==> src/rtl/instr_fetch_pkg.sv <==
// Shared processor definitions: datapath widths, special instruction encodings and
// the IF/ID pipeline-register control encoding.
package instr_fetch_pkg;

  localparam int unsigned AddrWidth  = 16;
  localparam int unsigned InstrWidth = 32;

  localparam logic [InstrWidth-1:0] NOP_INSTR  = 32'h0000_0000;
  localparam logic [InstrWidth-1:0] HALT_INSTR = 32'hD600_03E0;  // BR XZR

  typedef enum logic [1:0] {
    CtlHold,
    CtlLoad,
    CtlBubble
  } if_id_ctl_e;

endpackage

==> src/rtl/if_id_reg.sv <==
// IF/ID pipeline register: loads a fetched word, inserts a bubble, or holds.
// Reset and bubble both leave NOP at pc 0 with valid cleared.
module if_id_reg
  import instr_fetch_pkg::*;
(
  input  logic                  clk,
  input  logic                  rst,
  input  logic                  load,
  input  logic                  bubble,
  input  logic [AddrWidth-1:0]  pc_in,
  input  logic [InstrWidth-1:0] instr_in,
  output logic [AddrWidth-1:0]  pc,
  output logic [InstrWidth-1:0] instr,
  output logic                  valid
);

  logic [AddrWidth-1:0]  pc_q, pc_d;
  logic [InstrWidth-1:0] instr_q, instr_d;
  logic                  valid_q, valid_d;
  if_id_ctl_e            ctl;

  always_comb begin
    ctl = CtlHold;
    if (bubble) begin
      ctl = CtlBubble;
    end else if (load) begin
      ctl = CtlLoad;
    end
  end

  always_comb begin
    pc_d    = pc_q;
    instr_d = instr_q;
    valid_d = valid_q;
    unique case (ctl)
      CtlLoad: begin
        pc_d    = pc_in;
        instr_d = instr_in;
        valid_d = 1'b1;
      end
      CtlBubble: begin
        pc_d    = '0;
        instr_d = NOP_INSTR;
        valid_d = 1'b0;
      end
      default: ;
    endcase
  end

  always_ff @(posedge clk) begin
    if (rst) begin
      pc_q    <= '0;
      instr_q <= NOP_INSTR;
      valid_q <= 1'b0;
    end else begin
      pc_q    <= pc_d;
      instr_q <= instr_d;
      valid_q <= valid_d;
    end
  end

  assign pc    = pc_q;
  assign instr = instr_q;
  assign valid = valid_q;

endmodule

==> src/rtl/instr_fetch.sv <==
// Instruction fetch stage: PC register, redirect/stall priority and optional halt
// detection (enabled by defining FETCH_HALT_DETECT_EN).
module instr_fetch
  import instr_fetch_pkg::*;
#(
  parameter logic [AddrWidth-1:0] RESET_PC = 16'h0000
) (
  input  logic                  clk,
  input  logic                  rst,
  input  logic                  stall,
  input  logic                  branch_taken,
  input  logic [AddrWidth-1:0]  branch_target,
  output logic [AddrWidth-1:0]  imem_addr,
  input  logic [InstrWidth-1:0] imem_data,
  output logic [AddrWidth-1:0]  if_id_pc,
  output logic [InstrWidth-1:0] if_id_instr,
  output logic                  if_id_valid,
  output logic                  halted
);

  logic [AddrWidth-1:0] pc_q, pc_d;
  logic                 load, bubble;
  logic                 halted_q;
`ifdef FETCH_HALT_DETECT_EN
  logic                 halt_set;
`endif

  always_comb begin
    pc_d   = pc_q;
    load   = 1'b0;
    bubble = 1'b0;
`ifdef FETCH_HALT_DETECT_EN
    halt_set = 1'b0;
`endif
    if (halted_q) begin
      bubble = 1'b1;
    end else if (branch_taken) begin
      // Redirect wins over stall; the wrong-path word is dropped.
      pc_d   = branch_target;
      bubble = 1'b1;
    end else if (!stall) begin
      load = 1'b1;
`ifdef FETCH_HALT_DETECT_EN
      if (imem_data == HALT_INSTR) begin
        halt_set = 1'b1;
      end else begin
        pc_d = pc_q + 1'b1;
      end
`else
      pc_d = pc_q + 1'b1;
`endif
    end
  end

  always_ff @(posedge clk) begin
    if (rst) begin
      pc_q <= RESET_PC;
    end else begin
      pc_q <= pc_d;
    end
  end

`ifdef FETCH_HALT_DETECT_EN
  always_ff @(posedge clk) begin
    if (rst) begin
      halted_q <= 1'b0;
    end else if (halt_set) begin
      halted_q <= 1'b1;
    end
  end
`else
  assign halted_q = 1'b0;
`endif

  if_id_reg u_if_id_reg (
    .clk      (clk),
    .rst      (rst),
    .load     (load),
    .bubble   (bubble),
    .pc_in    (pc_q),
    .instr_in (imem_data),
    .pc       (if_id_pc),
    .instr    (if_id_instr),
    .valid    (if_id_valid)
  );

  assign imem_addr = pc_q;
  assign halted    = halted_q;

endmodule

==> config.mk <==
export PLATFORM = sky130hd
export DESIGN_NAME = instr_fetch
export DESIGN_NICKNAME = d
export VERILOG_FILES = /design/src/rtl/instr_fetch_pkg.sv /design/src/rtl/if_id_reg.sv /design/src/rtl/instr_fetch.sv
export SDC_FILE = /design/constraint.sdc
export NUM_CORES = 1
export LEC_CHECK = 0
export BUFFER_PORTS_ARGS = -buffer_cell sky130_fd_sc_hd__buf_2
export CORE_MARGIN = 1.5
export CORE_UTILIZATION = 37
export DETAILED_ROUTE_END_ITERATION = 8
export GPL_TIMING_DRIVEN = 0
export PLACE_DENSITY = 0.65
export SETUP_SLACK_MARGIN = 0.1
export SKIP_CTS_REPAIR_TIMING = 1
export SLEW_MARGIN = 20
export SYNTH_ARGS = -nofsm -noshare
export SYNTH_HDL_FRONTEND = slang
export SYNTH_SLANG_ARGS = --single-unit
==> constraint.sdc <==
create_clock -name clk -period 2.3 [get_ports clk]
set_clock_uncertainty 0.15 [all_clocks]
set_input_delay 0.575 -clock clk [delete_from_list [all_inputs] [get_ports clk]]
set_output_delay 0.575 -clock clk [all_outputs]
set_load 0.01 [all_outputs]
# After elaboration in Yosys (flattened, before gate mapping)
# Index checks and enable logic that the tools add are counted.
# Widths: inputs -> output; s select.
# word_totals
regBits,65
wordCells,19
input_bits,52
out_inout_bits,66
# op_classes
add_sub_neg,1
reduce_logical,1
n_eq_ne,3
n_mux,10
# op_table
cell,n
$pmux 32 s2,1
$mux 16,2
$pmux 16 s2,1
$add 16x1->16 const B,1
$mux 1,4
$eq 2x1->1 const B,1
$eq 2x2->1 const B,1
$mux 2,1
$ne 2x1->1 const B,1
$pmux 1 s2,1
$reduce_bool 2->1,1

# Longest topological paths before layout
# Gate-level depths: netlist (run 1).
# depth
word_depth,6
mapped_depth,6

# By module
# Synthesis (run 1) repeated with hierarchy kept, for this count alone.
# unflattened
cells_unflattened,275
hier_area_um2,2711.4
# by_module_without_submodules
mod,area_each_um2,cells_each,n_inst,seq_area_each_um2
if_id_reg,1737.9,160,1,980.9
instr_fetch,973.4,115,1,320.3

# Least setup slack after synthesis (run 1)
# OpenSTA, ideal clock, no wires.
# synth_path
path_kind,in2reg
startpoint,input rst
endpoint,"register pc_q[12], in the netlist imem_addr[12]"
setup_time_ns,0.092
cell_stages,5
setup_slack_ns,0.499
arrival_time_ns,1.558
path_buffers,3
path_cell_list,clkbuf_1 or2_2 clkbuf_1 clkbuf_1 o32ai_1
# synth_rtl
item,line,rtl
start: declaration,instr_fetch.sv:9,"input logic rst,"
end signal: assignment,instr_fetch.sv:59,pc_q <= pc_d;
end: declaration,instr_fetch.sv:21,"logic [AddrWidth-1:0] pc_q, pc_d;"

# Worst setup path in the final report (run 1)
# layout_path
startpoint,"register pc_q[0], in the netlist imem_addr[0]"
endpoint,"register pc_q[12], in the netlist imem_addr[12]"
# layout_via
elab_chain_cells,3
# layout_lines
item,line,rtl
$add 16x1->16,instr_fetch.sv:50,pc_d = pc_q + 1'b1;
$mux 16,instr_fetch.sv:41,end else if (!stall) begin
$mux 16,instr_fetch.sv:37,end else if (branch_taken) begin
# Every way passes these cells. The select of a mux whose other input is x is not followed.
# A chain may end at the register's enable or synchronous reset.

==> key figures, run 1 <==
Worst setup path
  – CP Launch Type: register
  – WS Path Type: register to register
  – Largest stage delay on the critical path: 0.51 ns
  – Data arrival time of the worst path: 2.05 ns
  – Slowest stage cell, crit path: dfxtp_1
  – Cell Chain, Critical Path: ha_1 > nand3_1 > nor4_1 > xnor2_1 > o32ai_1
  – Worst path required time: 2.38 ns
  – Setup crit end kind: register
  – Highest net fanout along the worst path: 7

Yosys
  – #FFs+latches synth: 65
  – Cell variety after synth: 33
  – Post-Synthesis Cells: 273
  – Post-synth EDFFs: 0
  – Top cell type by total area after synthesis: dfxtp_1
  – Post-Syn Area: 2640 sq um
  – Most frequent cell after synthesis: dfxtp_1
  – Synthesis Warnings: 0
  – Top-area cell type share of the netlist area: 49.4%
  – Synthesized area per cell: 9.66 sq um
  – Leading register cell type out of synthesis: dfxtp_1
  – Sequential area share after synthesis: 49.4%
  – Post-synth ARST share: 0%
  – Syn_nets: 326
  – Synth cell count leaders: dfxtp_1 (65), nor2_1 (58), mux2i_1 (47), nand2_1 (14), xnor2_1 (11)
  – Synth area leaders: dfxtp_1 (49%), mux2i_1 (18%), nor2_1 (8.3%)

Detailed routing
  – DR iter-0 viols: 93
  – DRC viols: 0
  – Vias: 2341
  – Drt pass-1 iters: 4
  – Antenna viol nets, final: 0
  – WL final: 6.62 mm
  – Drt via density: 4.69
  – DR WL/cell: 13.3 um

Outcome
  – Status: complete, no violations

Place
  – HPWL after DPL: 4.93 mm
  – Global placement routability congestion: 0.802
  – Input/output buffers: 114
  – Post-DP Area: 3330 sq um
  – Placed cell count: 483

Floorplan
  – Starting Density: 38.6%
  – Io pins: 118
  – Die height: 87.4 um
  – Die W: 87.4 um
  – Die Footprint: 7640 sq um
  – Row cnt: 30
  – Core Region: 6830 sq um

Layout
  – Layout cells sized above 1: 35.5%
  – Cell area after layout: 3540 sq um
  – Post-route non-filler standard cell count: 499
  – Final nets: 451
  – Ant diodes: 0
  – Area occupied by multi-input gates: 1240 sq um
  – Layout fillers: 679
  – P&R area growth vs syn: 34.2%
  – Register area: 1300 sq um

Global routing
  – Largest net degree at the start of global routing: 12
  – GRT Util Overall: 17.2%
  – Wire length of the first global-routing pass: 10.2 mm
  – Vias in the first global route: 2162
  – Initial antenna violation count: 0
  – Total grt overflow: 0

Clock tree
  – Root Driver: clkbuf_8
  – Max Root-Sink Buffers: 2
  – CTS buffer count: 9
  – H-tree depth: 3
  – CTS tree: done
  – Clk sink count: 65
  – Clock latency on the worst-skew pair: 0.32 ns
  – Clk slew on worst S/H paths: 0.07 ns

STA
  – Setup violations, final: 0
  – Fmax: 507 MHz
  – Final period utilization: 85.8%
  – Actual slew at the worst max-slew pin: 0.502 ns
  – RSZ-0062 raised after global routing: no
  – Max-slew headroom: 66.5%
  – Pins Over Slew Limit: 0
  – Final hold violation count: 0
  – Setup TNS: 0 ns
  – Final min period: 1.97 ns

Power and ir drop
  – Logic pwr share: 10.9%
  – Register share of total power: 48.1%
  – NetSw: 0.000612 W
  – Switch share: 24.3%
  – Int Power: 0.00191 W
  – Power per cell area: 713 nW/um^2
  – Final Total Pwr: 0.00252 W
  – Leakage: 1.70 nW
  – Clock share of power: 41.0%
  – Worst VDD drop: 0.291 mV

Run
  – Max cap viols: 0

Hold path
  – Worst hold path type: register to register
final timing paths:
check	startpoint	endpoint	slack, ns	cells past startpoint
worst max-delay path	imem_addr[0]	imem_addr[12]	0.33	5
worst min-delay path	u_if_id_reg.valid	u_if_id_reg.valid	0.30	2
worst max register to register	imem_addr[0]	imem_addr[12]	0.33	5
worst min register to register	u_if_id_reg.valid	u_if_id_reg.valid	0.30	2
through the flow:
step | utilization, % | setup slack [ns] | hold WS [ns]
2_1_floorplan | - | 0.499 | 0.320
3_3_place_gp | 48.7 | 0.111 | 0.289
3_5_place_dp | 48.7 | 0.0720 | 0.290
4_1_cts | 51.8 | 0.348 | 0.299
5_1_grt | 51.8 | 0.265 | 0.313
6_report | 51.8 | 0.327 | 0.298
sequential cells by signal, summed over array words and instances (netlist names):
name and count:
u_if_id_reg.valid 1, u_if_id_reg.instr 32, imem_addr 16, u_if_id_reg.pc 16
worst max-delay path, delay by kind of cell, from the launching register on:
family,cells,cell delay [ns]
AO/OA/AOI/OAI,1,0.21
adder cells (fa/ha/maj),1,0.28
flip-flops,1,0.51
XOR/XNOR,1,0.11
AND/OR/NAND/NOR,2,0.61
final cells by class:
cell class / count / share of cell area (%)
clock buffer: 11 / 3.71
timing repair buffer: 114 / 16.1
buffer: 20 / 2.48
inverter: 2 / 0.212
sequential: 65 / 36.8
tap: 96 / 3.39
multi-input combinational: 186 / 35.0
clock inverter: 5 / 2.26
power groups by stage:
stage	Clock (W)	Sequential [W]	Combinational [W]
floorplan	0	0.00125	0.000143
global placement	0	0.00124	0.000273
detailed placement	0	0.00124	0.000277
CTS	0.00106	0.00121	0.000279
global route	0.00111	0.00122	0.000304
finish	0.00103	0.00121	0.000275
layout by cell type (no fill, tap or decap), types with 3 or more instances in the layout:
| cell type | n |
|---|---|
| nor4_1 | 3 |
| nor3_1 | 4 |
| a21oi_1 | 10 |
| or3_1 | 4 |
| clkbuf_8 | 9 |
| mux2i_1 | 47 |
| buf_2 | 121 |
| buf_1 | 3 |
| clkbuf_1 | 11 |
| nor2_1 | 58 |
| o21ai_0 | 3 |
| nand4b_1 | 3 |
| a211oi_1 | 5 |
| a311oi_1 | 3 |
| nand2_1 | 14 |
| dfxtp_1 | 65 |
| nand2b_1 | 3 |
| xnor2_1 | 11 |
logic make-up (layout without fill, tap and decap cells):
logic type                 count (synthesis)  in the layout  share of synthesized area, %
and+or+nand+nor                          102            102                          18.9
DFF                                       65             65                          49.4
xor gates and xnor gates                  11             11                          3.65
other                                      1              1                         0.142
buffers and inverters                     22            152                          3.61
adders and majority gates                  1              1                         0.475
muxes                                     47             47                          17.8
AOI/OAI and AO/OA                         24             24                          6.03
layer usage:
metal / wire length [um] / track usage, %
met1: 3000 / 21.9
met2: 3150 / 27.7
met3: 447 / 4.83
met4: 16 / 6.49
met5: 0 / 0
No activity file was read; power rests on OpenSTA's default activity.
==> run 2, diff against run 1 <==
==> constraint.sdc (replaced) <==
create_clock -name clk -period 1.9 [get_ports clk]
set_clock_uncertainty 0.15 [all_clocks]
set_input_delay 0.475 -clock clk [delete_from_list [all_inputs] [get_ports clk]]
set_output_delay 0.475 -clock clk [all_outputs]
set_load 0.01 [all_outputs]
==> run 2 against run 1 <==
Hold slack worse by 0.079 ns. Power grew 21%. Sequential cell count unchanged. Non-clock buffer count unchanged. Worst setup slack lost 0.13 ns. Global-route usage unchanged. Maximum frequency up 16%.
==> key figures, run 2 (same netlist as run 1, synthesis figures left out) <==
Outcome
  – Status: complete, no violations

Power and ir drop
  – Leakage: 1.71 nW
  – Final Total Pwr: 0.00306 W
  – Worst VDD drop: 0.353 mV
  – Power per cell area: 857 nW/um^2

Place
  – Global placement routability congestion: 0.802
  – Placed cell count: 483
  – HPWL after DPL: 4.93 mm
  – Input/output buffers: 114

Hold path
  – Worst hold path type: input pin to register
  – Min-Delay Endpoint: u_if_id_reg.instr[20]
  – Hold path depth: 3
  – Min-delay src: imem_data[20]

Clock tree
  – CTS tree: done
  – Max Root-Sink Buffers: 2
  – Clk slew on worst S/H paths: 0.07 ns
  – H-tree depth: 3
  – Clock latency on the worst-skew pair: 0.33 ns
  – CTS buffer count: 9
  – Root Driver: clkbuf_8
  – Clk sink count: 65

STA
  – Setup TNS: 0 ns
  – Pins Over Slew Limit: 0
  – Fmax: 587 MHz
  – Setup violations, final: 0
  – Final hold violation count: 0
  – Max-slew headroom: 66.1%
  – Actual slew at the worst max-slew pin: 0.508 ns
  – Final min period: 1.70 ns
  – RSZ-0062 raised after global routing: yes
  – Final period utilization: 89.6%

Run
  – Max cap viols: 0

Layout
  – Final nets: 451
  – Ant diodes: 0
  – Number of flip-flops in the largest register: 32
  – Area occupied by multi-input gates: 1260 sq um
  – Most common cell after layout, fill and taps aside: buf_2
  – Register area: 1310 sq um
  – Post-route non-filler standard cell count: 499
  – Layout cells sized above 1: 38.2%
  – Most frequent cells in the layout: buf_2 (121), dfxtp_1 (62), nor2_1 (58)
  – Layout fillers: 677
  – Final core utilization: 52.3%
  – P&R area growth vs syn: 35.5%

Worst setup path
  – Critical R2R Capture: imem_addr[14]
  – Setup slack, reg-to-reg: 0.20 ns
  – CP Launch Type: register
  – R2r worst-path depth: 5
  – Highest net fanout along the worst path: 7
  – Setup crit end kind: register
  – FF-to-FF Start: imem_addr[0]
  – Worst path required time: 2.00 ns
  – Data arrival time of the worst path: 1.80 ns
  – WS Path Type: register to register

Global routing
  – GRT Util Overall: 17.2%
  – Wire length of the first global-routing pass: 10.2 mm
  – Total grt overflow: 0
  – Largest net degree at the start of global routing: 12
  – Vias in the first global route: 2162
  – Met1 Track Usage GR: 21.9%
  – Initial antenna violation count: 0
  – Met3 Track Usage GR: 4.83%
  – M2 GR Usage: 27.7%
  – GR peak layer: met2

Detailed routing
  – Antenna viol nets, final: 0
  – Drt via density: 4.76
  – Vias: 2374
  – DR WL/cell: 13.3 um
  – DR iter-0 viols: 113
  – Drt pass-1 iters: 4
  – DRC viols: 0
  – WL final: 6.62 mm

Floorplan
  – Starting Density: 38.6%
  – Die height: 87.4 um
  – Core Region: 6830 sq um
  – Io pins: 118
  – Die Footprint: 7640 sq um
  – Row cnt: 30
  – Die W: 87.4 um
[run 2: worst max-delay path, cell delays in order, from the launching register on]
cell and delay [ns]:
dfxtp_2 0.42, ha_1 0.27, nand3_2 0.16, nor4_2 0.31
xnor2_1 0.11, a211oi_2 0.20
[run 2: cell type report]
class	count	share of cell area, %
buffer	20	2.59
clock buffer	11	3.68
clock inverter	5	2.24
inverter	2	0.210
multi-input combinational	186	35.4
sequential	65	36.5
tap	96	3.36
timing repair buffer	114	16.0
[run 2: worst max path at each step]
stage	start	end	slack (ns)	depth (start not counted)
after global placement	rst	imem_addr[12]	-0.19	5
final	imem_addr[0]	imem_addr[14]	0.20	5
after CTS	imem_addr[0]	imem_addr[12]	-0.05	5
after global routing	imem_addr[0]	imem_addr[10]	0.09	5
after detailed placement	rst	imem_addr[12]	-0.23	5
after floorplan	imem_addr[0]	imem_addr[14]	0.20	5
[run 2: metal layers]
layer  routed length [um]  part of all wire, %
met5                    0                    0
met4                   68                  1.0
met3                  481                  7.3
met2                 3130                   47
met1                 2950                   44
[run 2: where the power goes]
part / switching (W) / total [W] / internal [W]
clock: 0.000516 / 0.00125 / 0.000738
sequential: 0.0000555 / 0.00147 / 0.00142
combinational: 0.000173 / 0.000334 / 0.000161
total: 0.000745 / 0.00306 / 0.00231
[run 2: stage by stage]
stage | setup WS (ns) | instance area (sq um) | hold slack [ns]
after floorplan | 0.197 | 2640 | 0.320
after global placement | -0.189 | 3330 | 0.289
after detailed placement | -0.228 | 3330 | 0.290
after CTS | -0.0523 | 3540 | 0.208
after global routing | 0.0949 | 3570 | 0.213
final | 0.197 | 3570 | 0.219
